===== src/rtl/jk_count_ctrl.sv =====
`default_nettype none
// ============================================================================
// Module      : jk_count_ctrl
// Description : Command-driven sequencer for a bank of WIDTH JK flip-flop
//               stages. It accepts CLEAR, LOAD, COUNT and STOP commands over a
//               valid/ready handshake. It generates a {j,k} code for each stage
//               and uses those codes to step the bank. A COUNT of N steps moves
//               q by exactly one per cycle, up or down, modulo 2^WIDTH. done
//               pulses for one cycle when a COUNT completes.
//
// Ports       : clk        - single clock, all state changes on posedge
//               rst_n      - asynchronous active-low reset
//               cmd_valid  - command present
//               cmd_ready  - command accepted when valid & ready at posedge
//               cmd_op     - 00 CLEAR, 01 LOAD, 10 COUNT, 11 STOP
//               cmd_data   - LOAD value or COUNT step count N
//               dir        - COUNT direction, sampled on accept (1 up, 0 down)
//               jk_vec     - per-stage {j,k}, bits [2i+1:2i] for stage i
//               q          - current value of the JK stage bank
//               busy       - high whenever not IDLE
//               done       - one-cycle pulse on COUNT completion
//               err        - (JK_COUNT_CTRL_ERR_EN only) one-cycle pulse for
//                            each CLEAR/LOAD/COUNT discarded while running
//
// Macro       : JK_COUNT_CTRL_ERR_EN - adds the err output
//
// Revision    : 1.0 - initial release
// ============================================================================
module jk_count_ctrl #(
    parameter int WIDTH = 4
) (
    input  logic               clk,
    input  logic               rst_n,
    input  logic               cmd_valid,
    output logic               cmd_ready,
    input  logic [1:0]         cmd_op,
    input  logic [WIDTH-1:0]   cmd_data,
    input  logic               dir,
    output logic [2*WIDTH-1:0] jk_vec,
    output logic [WIDTH-1:0]   q,
    output logic               busy,
    output logic               done
`ifdef JK_COUNT_CTRL_ERR_EN
    ,
    output logic               err
`endif
);

    localparam logic [2:0] c_S_IDLE = 3'd0;
    localparam logic [2:0] c_S_CLR  = 3'd1;
    localparam logic [2:0] c_S_LOAD = 3'd2;
    localparam logic [2:0] c_S_RUN  = 3'd3;
    localparam logic [2:0] c_S_DONE = 3'd4;

    localparam logic [1:0] c_OP_CLEAR = 2'b00;
    localparam logic [1:0] c_OP_LOAD  = 2'b01;
    localparam logic [1:0] c_OP_COUNT = 2'b10;
    localparam logic [1:0] c_OP_STOP  = 2'b11;

    localparam logic [1:0] c_JK_HOLD = 2'b00;
    localparam logic [1:0] c_JK_RST  = 2'b01;
    localparam logic [1:0] c_JK_SET  = 2'b10;
    localparam logic [1:0] c_JK_TOG  = 2'b11;

    localparam logic [WIDTH-1:0] c_ONE = WIDTH'(1);

    logic [2:0]         r_state;
    logic [2:0]         w_next_state;
    logic [WIDTH-1:0]   r_q;
    logic [WIDTH-1:0]   r_cnt;
    logic               r_dir;
    logic [WIDTH-1:0]   r_ld;
    logic [2*WIDTH-1:0] w_jk;
    logic [WIDTH-1:0]   w_carry;
    logic               w_ready;
    logic               w_accept;
    logic               w_stop;

    assign w_ready  = (r_state == c_S_IDLE) || (r_state == c_S_RUN);
    assign w_accept = cmd_valid && w_ready;
    assign w_stop   = w_accept && (cmd_op == c_OP_STOP);

    // Stage i toggles when every lower stage is at the roll-over value for
    // the latched direction: all ones counting up, all zeros counting down.
    assign w_carry[0] = 1'b1;
    genvar gi;
    generate
        for (gi = 1; gi < WIDTH; gi++) begin : g_carry
            assign w_carry[gi] = r_dir ? (&r_q[gi-1:0]) : ~(|r_q[gi-1:0]);
        end
    endgenerate

    always_comb begin
        w_next_state = r_state;
        w_jk         = '0;
        case (r_state)
            c_S_IDLE: begin
                if (w_accept) begin
                    case (cmd_op)
                        c_OP_CLEAR: w_next_state = c_S_CLR;
                        c_OP_LOAD:  w_next_state = c_S_LOAD;
                        c_OP_COUNT: w_next_state = (cmd_data == '0) ? c_S_DONE : c_S_RUN;
                        default:    w_next_state = c_S_IDLE;
                    endcase
                end
            end
            c_S_CLR: begin
                for (int i = 0; i < WIDTH; i++) w_jk[2*i +: 2] = c_JK_RST;
                w_next_state = c_S_IDLE;
            end
            c_S_LOAD: begin
                for (int i = 0; i < WIDTH; i++) w_jk[2*i +: 2] = r_ld[i] ? c_JK_SET : c_JK_RST;
                w_next_state = c_S_IDLE;
            end
            c_S_RUN: begin
                // A STOP accepted this cycle holds every stage so no step is
                // applied on the edge that returns to IDLE.
                if (w_stop) begin
                    w_next_state = c_S_IDLE;
                end else begin
                    for (int i = 0; i < WIDTH; i++) w_jk[2*i +: 2] = w_carry[i] ? c_JK_TOG : c_JK_HOLD;
                    if (r_cnt == c_ONE) w_next_state = c_S_DONE;
                end
            end
            c_S_DONE: w_next_state = c_S_IDLE;
            default:  w_next_state = c_S_IDLE;
        endcase
    end

    always_ff @(posedge clk or negedge rst_n) begin
        if (!rst_n) r_state <= c_S_IDLE;
        else        r_state <= w_next_state;
    end

    // JK stage bank, one flip-flop per stage driven by its {j,k} pair.
    generate
        for (gi = 0; gi < WIDTH; gi++) begin : g_stage
            always_ff @(posedge clk or negedge rst_n) begin
                if (!rst_n) begin
                    r_q[gi] <= 1'b0;
                end else begin
                    case (w_jk[2*gi +: 2])
                        c_JK_RST: r_q[gi] <= 1'b0;
                        c_JK_SET: r_q[gi] <= 1'b1;
                        c_JK_TOG: r_q[gi] <= ~r_q[gi];
                        default:  r_q[gi] <= r_q[gi];
                    endcase
                end
            end
        end
    endgenerate

    always_ff @(posedge clk or negedge rst_n) begin
        if (!rst_n) begin
            r_cnt <= '0;
            r_dir <= 1'b0;
            r_ld  <= '0;
        end else if (r_state == c_S_IDLE) begin
            if (w_accept && (cmd_op == c_OP_LOAD)) r_ld <= cmd_data;
            if (w_accept && (cmd_op == c_OP_COUNT)) begin
                r_cnt <= cmd_data;
                r_dir <= dir;
            end
        end else if ((r_state == c_S_RUN) && !w_stop) begin
            r_cnt <= r_cnt - c_ONE;
        end
    end

`ifdef JK_COUNT_CTRL_ERR_EN
    logic r_err;
    always_ff @(posedge clk or negedge rst_n) begin
        if (!rst_n) r_err <= 1'b0;
        else        r_err <= (r_state == c_S_RUN) && w_accept && (cmd_op != c_OP_STOP);
    end
    assign err = r_err;
`endif

    assign cmd_ready = w_ready;
    assign jk_vec    = w_jk;
    assign q         = r_q;
    assign busy      = (r_state != c_S_IDLE);
    assign done      = (r_state == c_S_DONE);

endmodule
`default_nettype wire

===== config.mk =====
export PLATFORM = sky130hd
export DESIGN_NAME = jk_count_ctrl
export DESIGN_NICKNAME = d
export VERILOG_FILES = /design/src/rtl/jk_count_ctrl.sv
export SDC_FILE = /design/constraint.sdc
export NUM_CORES = 1
export LEC_CHECK = 0
export ABC_AREA = 1
export CAP_MARGIN = 30
export CORE_MARGIN = 2
export CORE_UTILIZATION = 30
export DETAILED_ROUTE_END_ITERATION = 10
export PLACE_DENSITY = 0.61
export SYNTH_ARGS = -nofsm -noshare
export SYNTH_HDL_FRONTEND = slang
export SYNTH_SLANG_ARGS = --single-unit

===== constraint.sdc =====
create_clock -name clk -period 3.22 [get_ports clk]
set_input_delay 0.483 -clock clk [delete_from_list [all_inputs] [get_ports clk]]
set_output_delay 0.483 -clock clk [all_outputs]
set_load 0.1 [all_outputs]

# After elaboration in Yosys (flattened, before gate mapping)
# Cells that the tools add are included.
# W data, S select, Z words.
# word_totals
out_inout_bits	15
input_bits	10
ff_bits	16
# classes
addsub	1
reduce_logical	24
n_mux	25
eq_ne	23
n_bitwise	6
# op_table
operator	count
$pmux W8 S3	1
$eq A2 B2 Y1 const B	10
$reduce_bool A3 Y1	5
$mux W2	7
$mux W3	4
$mux W4	3
$pmux W1 S3	4
$eq A2 B1 Y1 const B	5
$reduce_and A2 Y1	5
$pmux W3 S3	1
$mux W8	1
$eq A3 B2 Y1 const B	2
$not A1 Y1	6
$pmux W3 S2	1
$logic_and A1 B1 Y1	5
$eq A4 B1 Y1 const B	1
$logic_not A4 Y1	1
$sub A4 B1 Y4 const B	1
$eq A3 B1 Y1 const B	1
$eq A3 B3 Y1 const B	1
$logic_not A3 Y1	1
$mux W1	3
$ne A3 B2 Y1 const B	1
$reduce_and A3 Y1	1
8 further kinds	8

# Longest topological paths before layout
# Gate-level depths: netlist of the first run.
# depth
word_depth	8
ltp_mapped	8
mapped_depth_nobuf	8

# Worst setup path before layout of the first run
# No wires, ideal clock.
# synth_timing
path_kind	flip-flop to output port
startpoint	register r_state[1]
endpoint	output done
n_path_buf	0
arrival_time_ns	2.504
path_stages_with_launch	2
setup_slack_ns	0.233
cell_sequence	dfrtp_1 > nor3_1
# synth_via
elab_chain_cells	1
# synth_lines
element	line_no	rtl
start, declared	67	logic [2:0] r_state;
start signal, assigned	131	if (!rst_n) r_state <= c_S_IDLE;
start signal, assigned	132	else r_state <= w_next_state;
$eq A3 B3 Y1	182	assign done = (r_state == c_S_DONE);
end, declared	42	output logic done
# No other way between the ends.

# Worst setup path after layout of the first run
# layout_timing
startpoint	input cmd_valid
endpoint	output jk_vec[1]
# layout_via
elab_chain_cells	4
# layout_lines
element	line_no	rtl
start, declared	34	input logic cmd_valid,
$logic_and A1 B1 Y1	80	assign w_accept = cmd_valid && w_ready;
$logic_and A1 B1 Y1	81	assign w_stop = w_accept && (cmd_op == c_OP_STOP);
$mux W8	118	if (w_stop) begin
$pmux W8 S3	96	case (r_state)
end, declared	39	output logic [2*WIDTH-1:0] jk_vec,
# No other way between the ends.

==> results of run 1 <==
-- layer usage --
layer / wire length (µm) / up-vias
met4: 27 / 0
met1: 1070 / 465
met2: 1160 / 28
met3: 116 / 2
li1: - / 538
met5: 0 / -
-- per-stage QoR --
stage	instances	setup slack, ps	hold WS, ps
finish	226	859	521
global route	226	701	569
CTS	226	850	522
detailed placement	222	855	497
global placement	222	875	476
floorplan	152	233	187
-- kinds of logic (layout without fill, tap and decap cells) --
family / after synthesis / after routing
XOR/XNOR: 2 / 2
AO/OA/AOI/OAI: 14 / 14
buffers and inverters: 24 / 52
flip-flops: 16 / 16
adder cells (fa/ha/maj): 2 / 2
AND/OR/NAND/NOR: 94 / 94
-- flip-flops by register name (all words and copies together) (netlist names) --
| register | count |
|---|---|
| r_state | 3 |
| q | 4 |
| r_dir | 1 |
| r_ld | 4 |
| r_cnt | 4 |
-- placed cells by master, fill, tap and decap left out, drive strengths merged --
cell type,synthesis,layout
a21oi,1,1
nand3,17,17
nand4,4,4
nand2,57,57
o21ai,13,13
clkbuf,0,4
buf,0,15
nor3,2,2
xnor2,2,2
ha,2,2
dfrtp,16,16
clkdlybuf4s50,0,9
nor2,14,14
inv,24,24
-- area by class of cell --
class / count / area [µm²]
well taps: 46 / 57.6
inverters: 24 / 90.1
repair buffers: 24 / 203
multi-input cells: 112 / 544
fillers: 348 / 2010
clock buffers: 4 / 36.3
flip-flops and latches: 16 / 400
-- worst min-delay path by stage --
stage | slack (ps) | from | end
global placement | 480 | r_ld[0]$_DFFE_PN0P_ | r_ld[0]$_DFFE_PN0P_
CTS | 520 | r_ld[0]$_DFFE_PN0P_ | r_ld[0]$_DFFE_PN0P_
finish | 520 | r_ld[1]$_DFFE_PN0P_ | r_ld[1]$_DFFE_PN0P_
global route | 570 | r_ld[3]$_DFFE_PN0P_ | r_ld[3]$_DFFE_PN0P_
detailed placement | 500 | r_ld[0]$_DFFE_PN0P_ | r_ld[0]$_DFFE_PN0P_
floorplan | 190 | rst_n | q[0]$_DFFE_PN0P_
-- critical path, cell delays in order --
cell and delay, ps:
clkdlybuf4s50_1 560, nand2_1 130, o21ai_4 270, o21ai_1 160, buf_4 260
==> flow_summary.json, run 1 <==
{
  "crit_path_start_kind": "primary input",
  "fin_skew_ps": 2.87,
  "finalSetupViolations": 0,
  "grt_max_degree": 17,
  "overflow": 0,
  "synth_compound_area_share_pct": 7.86,
  "tns_ps": 0,
  "ys_ff_latch": 16,
  "final_area_um2": 1330,
  "first_pass_iters": 4,
  "cts_tree": "built",
  "maxSlewViolCount": 0,
  "track_usage_pct": 12.8,
  "synth_top_flop_cell": "dfrtp_1",
  "arrival_ps": 1880,
  "synth_cell_types": 19,
  "use_met3_pct": 2.34,
  "period_share_pct": 73.3,
  "fmax_ghz": 0.424,
  "synth-seq-area-share_pct": 38.7,
  "dpl_cell_area_um2": 1290,
  "maxCapViolCount": 0,
  "max_slew.worst_pin.slew_ps": 771,
  "synthCells": 152,
  "finalCoreUtilization_pct": 39.9,
  "io_pins": 25,
  "gp_congestion": 0.872,
  "yosys.area.top_type": "dfrtp_1",
  "fin_nets": 193,
  "clock-sinks": 16,
  "rr_startpoint": "r_state[1]$_DFFE_PN0P_",
  "area_growth_pct": 28.7,
  "coreArea_um2": 3340,
  "drc_errors": 0,
  "drt-total-wl_um": 2370,
  "cts_setup_buffers": 0,
  "die_height_um": 62.7,
  "clockBufferDepth": 2,
  "design.die.area_um2": 3940,
  "synth-simple-area-share_pct": 40.6,
  "cp-end-kind": "primary output",
  "r2r-end": "r_ld[0]$_DFFE_PN0P_",
  "synth_top_area_share_pct": 38.7,
  "cts_resized": 0,
  "slew-limit-headroom_pct": 48.4,
  "clock_latency_ps": 280,
  "status": "finished, final reports clean",
  "antenna_found_initial": 0,
  "synthXorXnorAreaFrac_pct": 1.69,
  "cts_root_buf": "clkbuf_4",
  "rsz0062_at_grt": "no",
  "die_w_um": 62.7,
  "ant_nets": 0,
  "synth_area_um2": 1030,
  "hold_violations": 0,
  "initial_core_util_pct": 31.0,
  "worstSetupStartpoint": "cmd_valid",
  "cp_data_required_time_ps": 2740,
  "path_class": "primary input to primary output",
  "synthArstFlopShare_pct": 100,
  "drt_iter0_drc": 57,
  "io_buffer_count": 24,
  "synth_area_leaders": "dfrtp_1 39%, nand2_1 20%, inv_1 8.0%",
  "ctsHoldBuffers": 0,
  "rrSetupSlack_ps": 1870,
  "ys_top_cells_by_count": "55 x nand2_1, 22 x inv_1, 16 x dfrtp_1",
  "grt_use_met2_pct": 21.5,
  "grt_pass1_vias": 873,
  "hold_path.class": "register to register",
  "synthMuxAreaShare_pct": 0,
  "placementRows": 21,
  "viasPerCell": 4.57,
  "min_period_ps": 2360,
  "ys.warnings.count": 0,
  "yosys.cell_count.top_type": "nand2_1",
  "crit_fanout": 8,
  "drive_gt1_share_pct": 16.7,
  "worstSetupEndpoint": "jk_vec[1]",
  "grt.met1_usage_pct": 16.3,
  "synth_edf_count": 0,
  "wl_per_cell_um": 10.5,
  "reg2regPathDepth": 6,
  "grt_pass1_wl_um": 4040,
  "num_vias": 1033,
  "numCtsBuffers": 3,
  "diodes": 0,
  "synth_top_family_by_area": "simple AND/OR/NAND/NOR gates",
  "dp_hpwl_um": 1900,
  "clk_pin_slew_ps": 100,
  "avgSynthCellArea_um2": 6.81,
  "synthAdderAreaFrac_pct": 2.42,
  "syn_nets": 164,
  "top_usage_layer": "met2",
  "whs_path_depth": 2,
  "htree_levels": 1
}
Power of run 1 is left out: the tool's default activity adds up to more than one toggle a clock period on the data nets, which glitch-free logic cannot reach.
==> run 2, diff against run 1 <==
PLACE_DENSITY = 0.63   (was 0.61)
clock period = 2 ns   (was 3.22 ns; I/O delays follow)
==> flow_summary.json, run 2 (synthesis results as in run 1) <==
{
  "track_usage_pct": 13.4,
  "clockBufferDepth": 2,
  "antenna_found_initial": 0,
  "htree_levels": 1,
  "final_cell_mix": "53 x nand2_1, 21 x inv_1, 13 x nand3_1, 13 x dfrtp_1",
  "ctsHoldBuffers": 0,
  "arrival_ps": 1560,
  "rr_startpoint": "r_state[1]$_DFFE_PN0P_",
  "hold_violations": 0,
  "dp_hpwl_um": 1920,
  "overflow": 0,
  "fin_nets": 197,
  "viasPerCell": 4.49,
  "tns_ps": 0,
  "grt_pass1_vias": 926,
  "rrSetupSlack_ps": 610,
  "rsz0062_at_grt": "no",
  "drt_iter0_drc": 73,
  "diodes": 0,
  "drc_errors": 0,
  "path_class": "primary input to primary output",
  "cts_root_buf": "clkbuf_4",
  "layout.cells.most_common": "nand2_1",
  "wl_per_cell_um": 10.6,
  "maxSlewViolCount": 0,
  "ant_nets": 0,
  "maxCapViolCount": 0,
  "cp_data_required_time_ps": 1700,
  "first_pass_iters": 4,
  "crit_path_start_kind": "primary input",
  "clock-sinks": 16,
  "io_pins": 25,
  "design.die.area_um2": 3940,
  "max_slew.worst_pin.slew_ps": 278,
  "hold_path.class": "primary input to asynchronous set/reset pin",
  "clk_pin_slew_ps": 100,
  "r2r-end": "r_ld[0]$_DFFE_PN0P_",
  "finalSetupViolations": 0,
  "placementRows": 21,
  "fmax_ghz": 0.538,
  "drt-total-wl_um": 2430,
  "die_w_um": 62.7,
  "period_share_pct": 93.0,
  "fin_skew_ps": 9.48,
  "crit_fanout": 4,
  "cts_tree": "built",
  "reg2regPathDepth": 6,
  "status": "finished, final reports clean",
  "die_height_um": 62.7,
  "initial_core_util_pct": 31.0,
  "cp-end-kind": "primary output",
  "coreArea_um2": 3340,
  "grt_max_degree": 17,
  "gp_congestion": 0.815,
  "io_buffer_count": 24,
  "min_period_ps": 1860,
  "fillCellCount": 355,
  "slew-limit-headroom_pct": 81.6,
  "num_vias": 1033,
  "clock_latency_ps": 300,
  "area_growth_pct": 48.0,
  "numCtsBuffers": 3,
  "drive_gt1_share_pct": 23.9,
  "grt_pass1_wl_um": 4130
}
==> run 2: cell count changes in the layout (fill, tap and decap cells not counted), sizes merged <==
cell / change
buf: +4
==> run 2: repair_timing <==
action,CTS,global route
endpoints found under the setup margin,0,6
setup buffers,0,0
resized for setup,0,3
==> run 2: worst max path at each step <==
| stage | slack, ps | to | start |
|---|---|---|---|
| floorplan | 20 | q[2]$_DFFE_PN0P_ | q[1]$_DFFE_PN0P_ |
| global placement | 140 | jk_vec[5] | cmd_op[1] |
| detailed placement | 110 | jk_vec[5] | cmd_op[0] |
| CTS | 20 | jk_vec[5] | r_state[2]$_DFFE_PN0P_ |
| global route | 20 | jk_vec[2] | cmd_op[1] |
| finish | 140 | jk_vec[5] | cmd_op[1] |
==> run 2: area by class of cell <==
class / count / area (µm²) / share of cell area [%]
inverters: 24 / 90.1 / 5.88
multi-input cells: 112 / 573 / 37.4
repair buffers: 28 / 370 / 24.2
flip-flops and latches: 16 / 404 / 26.4
well taps: 46 / 57.6 / 3.76
clock buffers: 4 / 36.3 / 2.37
==> run 2: worst max-delay path, cell delays in order <==
cell and delay, ps:
clkdlybuf4s50_1 490, nand2_1 100, nor2_1 180, nor2_4 80, nand2_1 110, nand2_1 120
buf_12 180
==> run 2: per-stage QoR <==
step | worst slack, ps | hold WS [ps] | area [µm²] | util [%] | cells
finish | 140 | 313 | 1530 | 45.9 | 230
global route | 19.6 | 325 | 1530 | 45.9 | 230
CTS | 16.2 | 316 | 1520 | 45.6 | 230
detailed placement | 108 | 480 | 1490 | 44.5 | 226
global placement | 135 | 476 | 1490 | 44.5 | 226
floorplan | 15.2 | 4.41 | 1060 | - | 152
==> run 2: layer usage <==
metal	wire (µm)	part of all wire [%]	vias to the layer above	global-route usage [%]
li1	-	-	545	-
met4	51	2.1	0	6.67
met5	0	0	-	0
met1	1140	47	452	17.6
met3	120	4.9	5	3.06
met2	1110	46	31	20.8
Power of run 2 is left out for the same reason.
==> run 3, diff against run 2 <==
SLEW_MARGIN = 20   (was default)
==> results of run 3 <==
Same layout as run 2: the final DEF is identical, and so are final timing and power.
Power of run 3 is left out for the same reason.
==> edit, RTL diff (settings of run 3) <==
The option `JK_COUNT_CTRL_ERR_EN` is turned on by a define.
--- a/src/rtl/jk_count_ctrl.sv
+++ b/src/rtl/jk_count_ctrl.sv
@@ -27,4 +27,6 @@
 // Revision    : 1.0 - initial release
 // ============================================================================
+`define JK_COUNT_CTRL_ERR_EN
+
 module jk_count_ctrl #(
     parameter int WIDTH = 4
Behaviour (old outputs only; new: err): unchanged (Yosys induction, for registers that start in step).
==> edit against run 3 <==
- sequential cell count rose by 1
- sequential share of layout area rose by 0.44 points
- clock skew fell by 0.00051 ns
- worst setup slack got worse by 0.028 ns
- via count rose by 1.1%
- fmax fell by 1.5%
- synthesized area rose by 6.8%
- global-route usage fell by 0.19 points
- wire length fell by 0.49%
- first-iteration DRC count rose by 1.4%
- final area rose by 4.7%
Power is left out: the tool's default activity adds up to more than one toggle a clock period on the data nets, which glitch-free logic cannot reach.
==> edit: results (changes against run 3) <==
Parameter                              Value

Status
  Result of the run    finished clean (unchanged)

Route
  DRC marker count from the first detailed-route iteration    74 (was 73)
  Wire length after detailed routing    2420 microns (was 2430 microns)
  Number of detailed-routing iterations run before antenna repair    5 (was 4)

Finish
  Share of cell area taken by multi-input logic gates    38.8% (was 37.4%)
  Clock distribution area overhead in the final layout    2.89% (was 2.37%)
  Share of final layout cell area taken by non-clock buffers    23.1% (was 24.2%)
  Fillcell total    366 (was 355)

Placed design
  Placed wire-length estimate    1920 microns (about the same)
  Buffers on Ports    25 (was 24)
  Post-Place Worst Slack    0.0707 ns (was 0.108 ns)
  Cells after DPL    228 (was 226)

Worst setup path
  Critical path's largest stage delay    0.47 ns (was 0.49 ns)
  Critical path fanouts, max    6 (was 4)

Logic synthesis
  Commonest cells in the synthesized netlist    nand2_1 (53), dfrtp_1 (17), inv_1 (17), nor2_1 (15), nand3_1 (12) (was nand2_1 (55), inv_1 (22), dfrtp_1 (16), nand3_1 (15), nor2_1 (11))
  Distinct cell type count after synthesis    22 (was 19)
  Biggest area contributors in the synthesized netlist    dfrtp_1 (39%), nand2_1 (18%), inv_1 (5.8%) (was dfrtp_1 (39%), nand2_1 (20%), inv_1 (8.0%))
  Post-synthesis share of cell area spent on full adders, half adders and majority gates    2.27% (was 2.42%)
  Share of the synthesized area in compound gates (AO/OA/AOI/OAI)    8.61% (was 7.86%)

Clocking
  Reg clk slew, reported paths    0.07 ns (was 0.10 ns)
  Cell chosen for the clock root    clkbuf_8 (was clkbuf_4)

Floorplan
  Number of tap cells added at floorplan    48 (was 46)

GRT
  Overall fraction of global-route tracks in use    13.2% (was 13.4%)
  Number of global-route vias before repair    940 (was 926)
  Maximum number of pins on one net before global-route repair    18 (was 17)
## edit: changes by cell type after synthesis, moves of 3 or more
cell     change
nand3_1      -3
inv_1        -5
nor2_1       +4
o21ai_0      +5
o21ai_1      -6
## edit: layer usage
layer	track usage, %	wire [microns]	vias to the layer above
li1	-	-	542
met1	17.8	1210	475
met2	20.7	1080	22
met3	3.13	96	5
met4	4.79	35	0
met5	0	0	-
## edit: worst paths after layout
check                                  startpoint                     end  cells after the start
setup / recovery                        cmd_op[0]               jk_vec[3]                      7
hold / removal                              rst_n  r_state[0]$_DFFE_PN0P_                      2
setup reg to reg           r_state[0]$_DFFE_PN0P_    r_cnt[0]$_DFFE_PN0P_                      7
hold reg to reg              r_cnt[1]$_DFFE_PN0P_    r_cnt[1]$_DFFE_PN0P_                      2
max in group asynchronous                   rst_n        q[0]$_DFFE_PN0P_                      2
min in group clk             r_cnt[1]$_DFFE_PN0P_    r_cnt[1]$_DFFE_PN0P_                      2
